## config.mk

```make
export PLATFORM = sky130hd
export DESIGN_NAME = router_controller
export DESIGN_NICKNAME = d
export VERILOG_FILES = /design/src/rtl/router_controller.sv
export SDC_FILE = /design/constraint.sdc
export NUM_CORES = 1
export LEC_CHECK = 0
export BUFFER_PORTS_ARGS = -buffer_cell sky130_fd_sc_hd__buf_2
export CORE_AREA = 2 2 66 68
export DETAILED_ROUTE_END_ITERATION = 8
export DIE_AREA = 0 0 68 70
export HOLD_SLACK_MARGIN = 0.06
export PLACE_DENSITY = 0.78
export SLEW_MARGIN = 20
export SYNTH_ARGS = -nofsm -noshare
export SYNTH_HDL_FRONTEND = slang
export SYNTH_SLANG_ARGS = --single-unit
```

## constraint.sdc

```tcl
create_clock -name clock -period 1.7 [get_ports clock]
set_input_delay 0.255 -clock clock [delete_from_list [all_inputs] [get_ports clock]]
set_output_delay 0.255 -clock clock [all_outputs]
set_load 0.01 [all_outputs]
```

## src/rtl/router_controller.sv

```systemverilog
// Router control FSM: accepts a 4-word packet, drives datapath loads, routes or drops it.
// Optional saturating drop counter output enabled by defining ROUTER_DROP_COUNT_EN.
module router_controller #(
    parameter int unsigned SIZE    = 8,
    parameter int unsigned TIMEOUT = 1000
) (
    input  logic            clock,
    input  logic            reset,
    input  logic [SIZE-1:0] in_word,
    input  logic            in_valid,
    output logic            in_ready,
    output logic [SIZE-1:0] destnation,
    output logic [SIZE-1:0] data,
    output logic [SIZE:0]   checkSum,
    output logic            enableDes,
    output logic            enableData,
    output logic            enableCheck,
    output logic            enablePort1,
    output logic            enablePort2,
    input  logic            errorData,
    input  logic            desPort,
    input  logic            port1_ready,
    input  logic            port2_ready,
    output logic            port1_valid,
    output logic            port2_valid,
    output logic            pkt_drop,
`ifdef ROUTER_DROP_COUNT_EN
    output logic [7:0]      drop_count,
`endif
    output logic            busy
);

    localparam bit          HAS_TIMEOUT = (TIMEOUT != 0);
    localparam logic [15:0] WAIT_LAST   = (TIMEOUT == 0) ? 16'd0 : 16'(TIMEOUT - 1);

    typedef enum logic [2:0] {
        S_DEST,
        S_DATA,
        S_CHK_LO,
        S_CHK_HI,
        S_EVAL,
        S_WAIT_PORT
    } stateT;

    stateT           state;
    stateT           nextState;
    logic [SIZE-1:0] chkLo;
    logic [15:0]     waitCnt;
    logic            tgtPort;

    logic inputPhase;
    logic accept;
    logic tgtReady;
    logic desLoad;
    logic dataLoad;
    logic chkLoLoad;
    logic chkLoad;
    logic p1Load;
    logic p2Load;
    logic dropReq;
    logic cntClr;
    logic cntInc;
    logic tgtLatch;

    assign inputPhase = (state == S_DEST) || (state == S_DATA) ||
                        (state == S_CHK_LO) || (state == S_CHK_HI);
    assign in_ready   = inputPhase && reset;
    assign accept     = in_valid && in_ready;
    assign tgtReady   = tgtPort ? port2_ready : port1_ready;
    assign busy       = (state != S_DEST);

    assign destnation = in_word;
    assign data       = in_word;
    assign checkSum   = {in_word[0], chkLo};

    always_comb begin
        nextState = state;
        desLoad   = 1'b0;
        dataLoad  = 1'b0;
        chkLoLoad = 1'b0;
        chkLoad   = 1'b0;
        p1Load    = 1'b0;
        p2Load    = 1'b0;
        dropReq   = 1'b0;
        cntClr    = 1'b0;
        cntInc    = 1'b0;
        tgtLatch  = 1'b0;
        case (state)
            S_DEST: begin
                if (accept) begin
                    desLoad   = 1'b1;
                    nextState = S_DATA;
                end
            end
            S_DATA: begin
                if (accept) begin
                    dataLoad  = 1'b1;
                    nextState = S_CHK_LO;
                end
            end
            S_CHK_LO: begin
                if (accept) begin
                    chkLoLoad = 1'b1;
                    nextState = S_CHK_HI;
                end
            end
            S_CHK_HI: begin
                if (accept) begin
                    chkLoad   = 1'b1;
                    nextState = S_EVAL;
                end
            end
            S_EVAL: begin
                // Decide on the live comparator; remember the port for any wait that follows.
                tgtLatch = 1'b1;
                if (!errorData) begin
                    dropReq   = 1'b1;
                    nextState = S_DEST;
                end else if (desPort ? port2_ready : port1_ready) begin
                    p2Load    = desPort;
                    p1Load    = !desPort;
                    nextState = S_DEST;
                end else begin
                    cntClr    = 1'b1;
                    nextState = S_WAIT_PORT;
                end
            end
            S_WAIT_PORT: begin
                if (tgtReady) begin
                    p2Load    = tgtPort;
                    p1Load    = !tgtPort;
                    nextState = S_DEST;
                end else if (HAS_TIMEOUT && (waitCnt == WAIT_LAST)) begin
                    dropReq   = 1'b1;
                    nextState = S_DEST;
                end else begin
                    cntInc = 1'b1;
                end
            end
            default: nextState = S_DEST;
        endcase
    end

    assign enableDes   = desLoad && reset;
    assign enableData  = dataLoad && reset;
    assign enableCheck = chkLoad && reset;
    assign enablePort1 = p1Load && reset;
    assign enablePort2 = p2Load && reset;

    always_ff @(posedge clock or negedge reset) begin
        if (!reset) begin
            state       <= S_DEST;
            chkLo       <= '0;
            waitCnt     <= '0;
            tgtPort     <= 1'b0;
            port1_valid <= 1'b0;
            port2_valid <= 1'b0;
            pkt_drop    <= 1'b0;
        end else begin
            state <= nextState;
            if (chkLoLoad) begin
                chkLo <= in_word;
            end
            if (cntClr) begin
                waitCnt <= '0;
            end else if (cntInc) begin
                waitCnt <= waitCnt + 16'd1;
            end
            if (tgtLatch) begin
                tgtPort <= desPort;
            end
            port1_valid <= enablePort1;
            port2_valid <= enablePort2;
            pkt_drop    <= dropReq;
        end
    end

`ifdef ROUTER_DROP_COUNT_EN
    always_ff @(posedge clock or negedge reset) begin
        if (!reset) begin
            drop_count <= '0;
        end else if (dropReq && (drop_count != 8'hFF)) begin
            drop_count <= drop_count + 8'd1;
        end
    end
`endif

endmodule
```

==> results.ini, run 1 <==
[run_status]
outcome = complete, but fails checks
violations = negative setup slack

[critical_path]
worstSetupPathDepth = 4
crit_buf_inv = 0
r2r-start = waitCnt[10]$_DFFE_PN0P_
critPathKind = reg -> reg
cp.arrival_ns = 2.07
crit_start = waitCnt[10]$_DFFE_PN0P_
critPathMaxStageDelay_ns = 0.59
worstSetupEndpointType = flip-flop
crit_family = simple AND/OR/NAND/NOR gates
path_cells = or4_1 -> or4_4 -> nand2_4 -> mux2i_1
reg2reg_depth = 4
worst_ep_required_time_ns = 1.90
crit_fanout = 4
crit_slowest_cell = or4_4
start_kind = flip-flop

[synthesis]
yosys_warnings = 0
async_flop_share = 1.000
synth_fa_ha_area_frac = 0.007174
ys_ff_latch = 31
synthesis.nets = 189
synth_top_family_by_area = simple AND/OR/NAND/NOR gates
synth_top_flop_cell = dfrtp_1
synth_edf_count = 0
synth_cell_types = 41
synth-simple-area-share = 0.2554
synth_cells = 173
yosysSeqAreaShare = 0.4448
yosys.area.top_type = dfrtp_1
synth_compound_area_frac = 0.06385
synth.area.top_cells = dfrtp_1, buf_4, mux2_2, mux2i_1, nand2_1
synth_top_cell_area_share = 0.4448
netlist_area_sq_um = 1744
synth.area.mux_share = 0.1126
synthXorXnorAreaFrac = 0.02009
syn_area_per_cell_sq_um = 10.08

[global_route]
top_usage_layer = met2
gr-usage-met1 = 0.2150
grt_max_degree = 32
antenna_found_initial = 0
grt-ovfl-total = 0
grt_pass1_wl_um = 6513
track_usage = 0.1815
grt_util_met2 = 0.3042
grt_pass1_vias = 1459
met3_usage = 0.05797

[sta]
worst_pin_slew_ns = 0.4085
drv_slew = 0
finalHoldViolations = 0
fin_crit_ns = 1.869
setup_viol = 10
period_share = 1.099
relSlewSlack = 0.7252
rsz0062_at_grt = true
finClkSkew_ns = 0.006767
max_freq_mhz = 535.0
setup_ws_ns = -0.1691

[routing]
first_pass_iters = 4
drt-total-wl_um = 4003
postRouteAntennaNets = 0
routed_via_density = 5.288
wl_per_cell_um = 13.71
drc = 0
vias = 1544
drt-initial-drc-count = 79

[floorplanning]
pin_count = 50
core_sq_um = 4144
dieArea_sq_um = 4760
start_util = 0.4209
die_h_um = 70
die_w_um = 68
num_rows = 24

[clocking]
cts_buffers = 5
cts_sinks = 31
clkLatencyLatePin_ns = 0.28
clk_pin_slew_ns = 0.06
root_buffer = clkbuf_8
cts_buffer_depth = 2
cts_max_level = 2
cts_tree = done

[place]
place_congestion = 0.8639
dp_hpwl_um = 2872
place_ws_ns = -0.1725
portBuffers = 49

[min_path]
hold_path_depth = 2
worst_hold_path_type = in -> reg
min_from = errorData

[power]
p_leak_nw = 1.134
p_per_area_nw_per_um2 = 1219
ir_drop_mv = 0.3561
total_power_w = 0.002813

[final_layout]
antennaDiodeCount = 0
fill_cells = 350
drive_gt1_frac = 0.4833
area_growth_syn_to_layout_pct = 32.28
nets = 255

[run]
cap_violations = 0

==> flip-flops by register name, summed over array words and instances, names as in the netlist <==
| signal | count |
|---|---|
| pkt_drop | 1 |
| tgtPort | 1 |
| waitCnt | 16 |
| port2_valid | 1 |
| port1_valid | 1 |
| chkLo | 8 |
| state | 3 |
==> cells in the mapped netlist (2+ instances only) <==
| master | count |
|---|---|
| dfrtp_1 | 31 |
| nand2_1 | 21 |
| buf_4 | 18 |
| mux2_2 | 9 |
| nand3_1 | 9 |
| a21oi_1 | 8 |
| mux2i_1 | 8 |
| nor2_1 | 8 |
| o21ai_0 | 5 |
| inv_1 | 4 |
| nand4_1 | 4 |
| nor3_1 | 4 |
| xnor2_1 | 4 |
| and3_1 | 3 |
| nand2b_1 | 3 |
| nand4b_1 | 3 |
| nor4_1 | 3 |
| or4_1 | 3 |
| and2_1 | 2 |
| and4_1 | 2 |
==> metal layers <==
layer	vias up	routed length (um)	part of all wire
met2	53	1984	0.50
met1	742	1673	0.42
met4	0	61	0.015
met5	-	0	0
met3	8	283	0.071
li1	741	-	-
==> timing repair <==
item / 4_1_cts / 5_1_grt
pin swaps: 6 / 6
hold endpoints to repair: 31 / 0
setup endpoints to repair: 12 / 15
resized for setup: 7 / 9
buffers inserted: 3 / 3
hold buffers: 2 / 0
==> cell families (layout without fill, tap and decap cells) <==
logic type,Yosys count,count (layout)
AOI/OAI and AO/OA,19,19
xor gates and xnor gates,4,4
adders and majority gates,1,1
buffers and inverters,24,91
DFF,31,31
muxes,18,18
and+or+nand+nor,76,76
==> where the power goes <==
part           leakage, nW  switching (W)  internal, W
combinational        0.698       0.000529     0.000588
sequential           0.393       0.000178     0.000979
clock               0.0422       0.000253     0.000286
total                 1.13       0.000960      0.00185
==> metrics by stage <==
step,utilization,instances,setup TNS [ns],hold WS [ns],cell area (sq um)
final,0.5568,292,-1.260,0.2075,2307
after floorplan,-,173,-0.5841,-0.04059,1772
after global placement,0.5075,276,-0.7026,0.3099,2103
after CTS,0.5450,289,-1.082,0.2008,2258
after detailed placement,0.5075,276,-0.9865,0.3151,2103
after global routing,0.5568,292,-1.710,0.1990,2307
==> worst reg2reg max path, cell delays in order, from the launching register on <==
cell and delay [ns]:
dfrtp_1 0.37, or4_1 0.54, or4_4 0.59, nand2_4 0.11, mux2i_1 0.18
==> cells in the final DEF (no fill, tap or decap), types with 2 or more instances in the layout <==
master     n
and3_1     3
buf_12     2
nor2_1     8
a21oi_1    4
nor3_1     4
clkbuf_8   5
inv_1      4
o21ai_1    4
and2_1     2
dfrtp_1   30
mux2_2     9
buf_4     26
mux2i_1    8
nand4_1    4
or3_4      2
xnor2_1    4
or4_4      3
buf_2     49
nand3_1    6
a21oi_2    4
nand2_1   20
nand2b_1   3
nand4b_1   3
and4_1     2
nor4_1     3
clkbuf_1   2
nand3_2    3
==> final timing paths <==
path / end / slack, ns
min in group asynchronous: chkLo[7]$_DFFE_PN0P_ / 0.58
worst min-delay path: pkt_drop$_DFF_PN0_ / 0.21
max in group asynchronous: state[2]$_DFFE_PN0P_ / 0.94
worst max register to register: waitCnt[1]$_DFFE_PN0P_ / -0.17
worst max-delay path: waitCnt[1]$_DFFE_PN0P_ / -0.17
worst min register to register: chkLo[2]$_DFFE_PN0P_ / 0.50
==> final cells by class <==
cell class / instances / area [sq um] / share of cell area
inverter: 4 / 15.01 / 0.006508
multi-input combinational: 118 / 867.1 / 0.3758
clock inverter: 1 / 5.005 / 0.002169
clock buffer: 7 / 76.32 / 0.03308
timing repair buffer: 79 / 501.7 / 0.2175
tap: 52 / 65.06 / 0.02820
sequential: 31 / 777.0 / 0.3368
Power figures use the tool's default switching activity.
==> run 2, diff against run 1 <==
Settings changed: ABC_AREA set to 1, CORE_AREA 2 2 66 68 to 2 2 70 72, DIE_AREA 0 0 68 70 to 0 0 72 74, PLACE_DENSITY 0.78 to 0.77.
==> run 2 against run 1 <==
Against the previous run:
- the run now ends clean
- non-clock buffer count decreased by 19
- hold slack improved by 0.0045 ns
- first-iteration DRC count shrank 13%
- sequential share of layout area is 0.20 points lower
- flip-flop and latch count stayed put
- clock-buffer cell count fell by 1
- power fell by 17%
- core utilization down 5.0 points
- clock power rose by 7.2%
- via count increased by 19%
- largest cell class unchanged
- largest power group unchanged
==> results.ini, run 2 <==
[run_status]
outcome = complete, no violations

[floorplanning]
die_w_um = 72  ; +5.9%
dieArea_sq_um = 5328  ; +12%
pin_count = 50  ; unchanged
num_rows = 25  ; +4.2%
start_util = 0.4324  ; +0.01149
core_sq_um = 4598  ; +11%
die_h_um = 74  ; +5.7%

[critical_path]
worst_ep_required_time_ns = 1.44  ; -0.46 ns
start_kind = flip-flop
rrSetupSlack_ns = 0.12  ; +0.29 ns
reg2reg_depth = 9  ; +5
critPathKind = reg -> out
worstSetupEndpointType = output port
cp.arrival_ns = 1.42  ; -0.65 ns
crit_fanout = 5  ; +1
worstReg2RegEnd = waitCnt[3]$_DFFE_PN0P_
r2r-start = waitCnt[0]$_DFFE_PN0P_

[synthesis]
yosys_warnings = 0  ; unchanged
synth_top_cell_area_share = 0.3902  ; -0.05458
yosysMostFrequentCell = nand2_1
syn_area_per_cell_sq_um = 7.446  ; -26%
synth_common_cells = nand2_1, dfrtp_1, inv_1
ys_ff_latch = 31  ; unchanged
synth_cell_types = 29  ; -29%
yosys.area.top_type = dfrtp_1
synth.area.top_cells = dfrtp_1, nand2_1, buf_4, inv_1, nand4_1
netlist_area_sq_um = 1988  ; +14%
synthesis.nets = 283  ; +50%
yosysSeqAreaShare = 0.3902  ; -0.05458
synth_top_flop_cell = dfrtp_1
async_flop_share = 1.000  ; unchanged
synth_edf_count = 0  ; unchanged
synth_cells = 267  ; +54%

[global_route]
antenna_found_initial = 0  ; unchanged
grt_max_degree = 32  ; unchanged
track_usage = 0.1605  ; -0.02099
grt-ovfl-total = 0  ; unchanged
grt_pass1_wl_um = 6651  ; +2.1%
grt_pass1_vias = 1526  ; +4.6%

[final_layout]
largest_reg_flops = 16  ; unchanged
nets = 328  ; +29%
area_growth_syn_to_layout_pct = 17.12
mostFrequentLayoutCell = nand2_1
top_register = waitCnt
mostFrequentLayoutCells = nand2_1, buf_2, dfrtp_1
drive_gt1_frac = 0.2788  ; -0.2045
top_regs = waitCnt x16, chkLo x8, state x3
antennaDiodeCount = 0  ; unchanged

[routing]
drc = 0  ; unchanged
drt-total-wl_um = 4337  ; +8.3%
vias = 1837  ; +19%
drt-initial-drc-count = 69  ; -13%
routed_via_density = 5.019  ; -5.1%
wl_per_cell_um = 11.85  ; -14%
postRouteAntennaNets = 0  ; unchanged
first_pass_iters = 4  ; unchanged

[clocking]
clk_pin_slew_ns = 0.06  ; about the same
cts_buffer_depth = 2  ; unchanged
cts_sinks = 31  ; unchanged
cts_tree = done
root_buffer = clkbuf_8
cts_buffers = 5  ; unchanged
clkLatencyLatePin_ns = 0.28  ; about the same
cts_max_level = 2  ; unchanged

[power]
p_per_area_nw_per_um2 = 1000  ; -18%
p_leak_nw = 1.194  ; +5.3%
ir_drop_mv = 0.4891  ; +37%

[place]
place_congestion = 0.8445  ; -2.2%
dp_hpwl_um = 3040  ; +5.8%
place_ws_ns = 0.1544  ; +0.3269 ns
portBuffers = 49  ; unchanged

[run]
cap_violations = 0  ; unchanged

[sta]
drv_slew = 0  ; unchanged
setup_ws_ns = 0.02944  ; +0.1986 ns
setup_viol = 0  ; -10
finClkSkew_ns = 0.008344  ; +0.001577 ns
period_share = 0.9827  ; -0.1168
max_freq_mhz = 598.6  ; +12%
worst_pin_slew_ns = 0.3863  ; -0.02214 ns
finalHoldViolations = 0  ; unchanged
whs_ns = 0.2120  ; +0.004504 ns
relSlewSlack = 0.7425  ; +0.01727
fin_crit_ns = 1.671  ; -0.1986 ns

[min_path]
min_to = chkLo[2]$_DFFE_PN0P_
worst_hold_path_type = in -> reg
hold_path_depth = 3  ; +1
min_from = in_word[2]

==> run 2: changes by cell type after synthesis, moves of 7 or more <==
cell / delta
nand2_1: +67
inv_1: +23
nor2_1: +18
nand4_1: +12
o21ai_0: +10
mux2_2: -9
mux2i_1: -8
a21oi_1: -7
==> run 2: how the worst max path moves through the flow <==
stage,from,to,slack [ns],depth (start not counted)
3_3_place_gp,state[0]$_DFFE_PN0P_,enablePort2,0.22,5
2_1_floorplan,state[2]$_DFFE_PN0P_,enableCheck,0.20,4
5_1_grt,state[0]$_DFFE_PN0P_,enablePort2,-0.02,5
4_1_cts,state[0]$_DFFE_PN0P_,enablePort2,-0.03,5
3_5_place_dp,waitCnt[0]$_DFFE_PN0P_,waitCnt[11]$_DFFE_PN0P_,0.15,9
6_report,state[0]$_DFFE_PN0P_,enablePort2,0.03,5
==> run 2: final cells by class <==
cell class	instances	area (sq um)
Inverter	29	108.9
Multi-Input combinational cell	185	954.7
Clock buffer	6	82.58
Tap cell	54	67.56
Timing Repair Buffer	60	330.3
Fill cell	457	2270
Sequential cell	31	779.5
Clock inverter	1	5.005
==> run 2: logic make-up after synthesis <==
group	share of synthesized area
compound gates	0.06419
xor+xnor	0.01762
fa+ha+maj	0.006292
buf+inv	0.1498
flops	0.3902
simple gates	0.3719
==> run 2: timing repair <==
item / in CTS / in global routing
hold endpoints to repair: 15 / 0
setup endpoints to repair: 3 / 5
pin swaps: 0 / 3
hold buffers: 1 / 0
gates resized for setup: 3 / 7
gates cloned: 0 / 1
buffers inserted: 0 / 4
==> run 2: routing by layer <==
| layer | routed length (um) | up-vias | part of all wire | global-route usage |
|---|---|---|---|---|
| li1 | - | 923 | - | - |
| met1 | 1805 | 841 | 0.42 | 0.1978 |
| met2 | 2210 | 67 | 0.51 | 0.2757 |
| met3 | 271 | 6 | 0.062 | 0.03659 |
| met4 | 50 | 0 | 0.012 | 0.06289 |
| met5 | 0 | - | 0 | 0 |
==> run 2: worst max-delay path, cell delays in order (launching register included) <==
cell and delay [ns]:
dfrtp_2 0.43, buf_4 0.14, nand3_4 0.09, o22a_1 0.22, nor2_2 0.11, buf_2 0.14
==> run 2: stage by stage <==
step                        util   TNS, ns  total power, W  cell area [sq um]  cells
after CTS                 0.4922  -0.03509        0.002274               2263    361
after global placement    0.4691         0        0.001642               2157    353
final                     0.5064         0        0.002328               2328    366
after global routing      0.5064  -0.03692        0.002502               2328    366
after floorplan                -         0        0.001446               1988    267
after detailed placement  0.4691         0        0.001666               2157    353
==> run 2: where the power goes <==
part / switching (W) / leakage (nW) / internal (W) / total, W
combinational: 0.000420 / 0.740 / 0.000305 / 0.000725
clock: 0.000261 / 0.0470 / 0.000317 / 0.000578
sequential: 0.000130 / 0.407 / 0.000895 / 0.00103
total: 0.000811 / 1.19 / 0.00152 / 0.00233
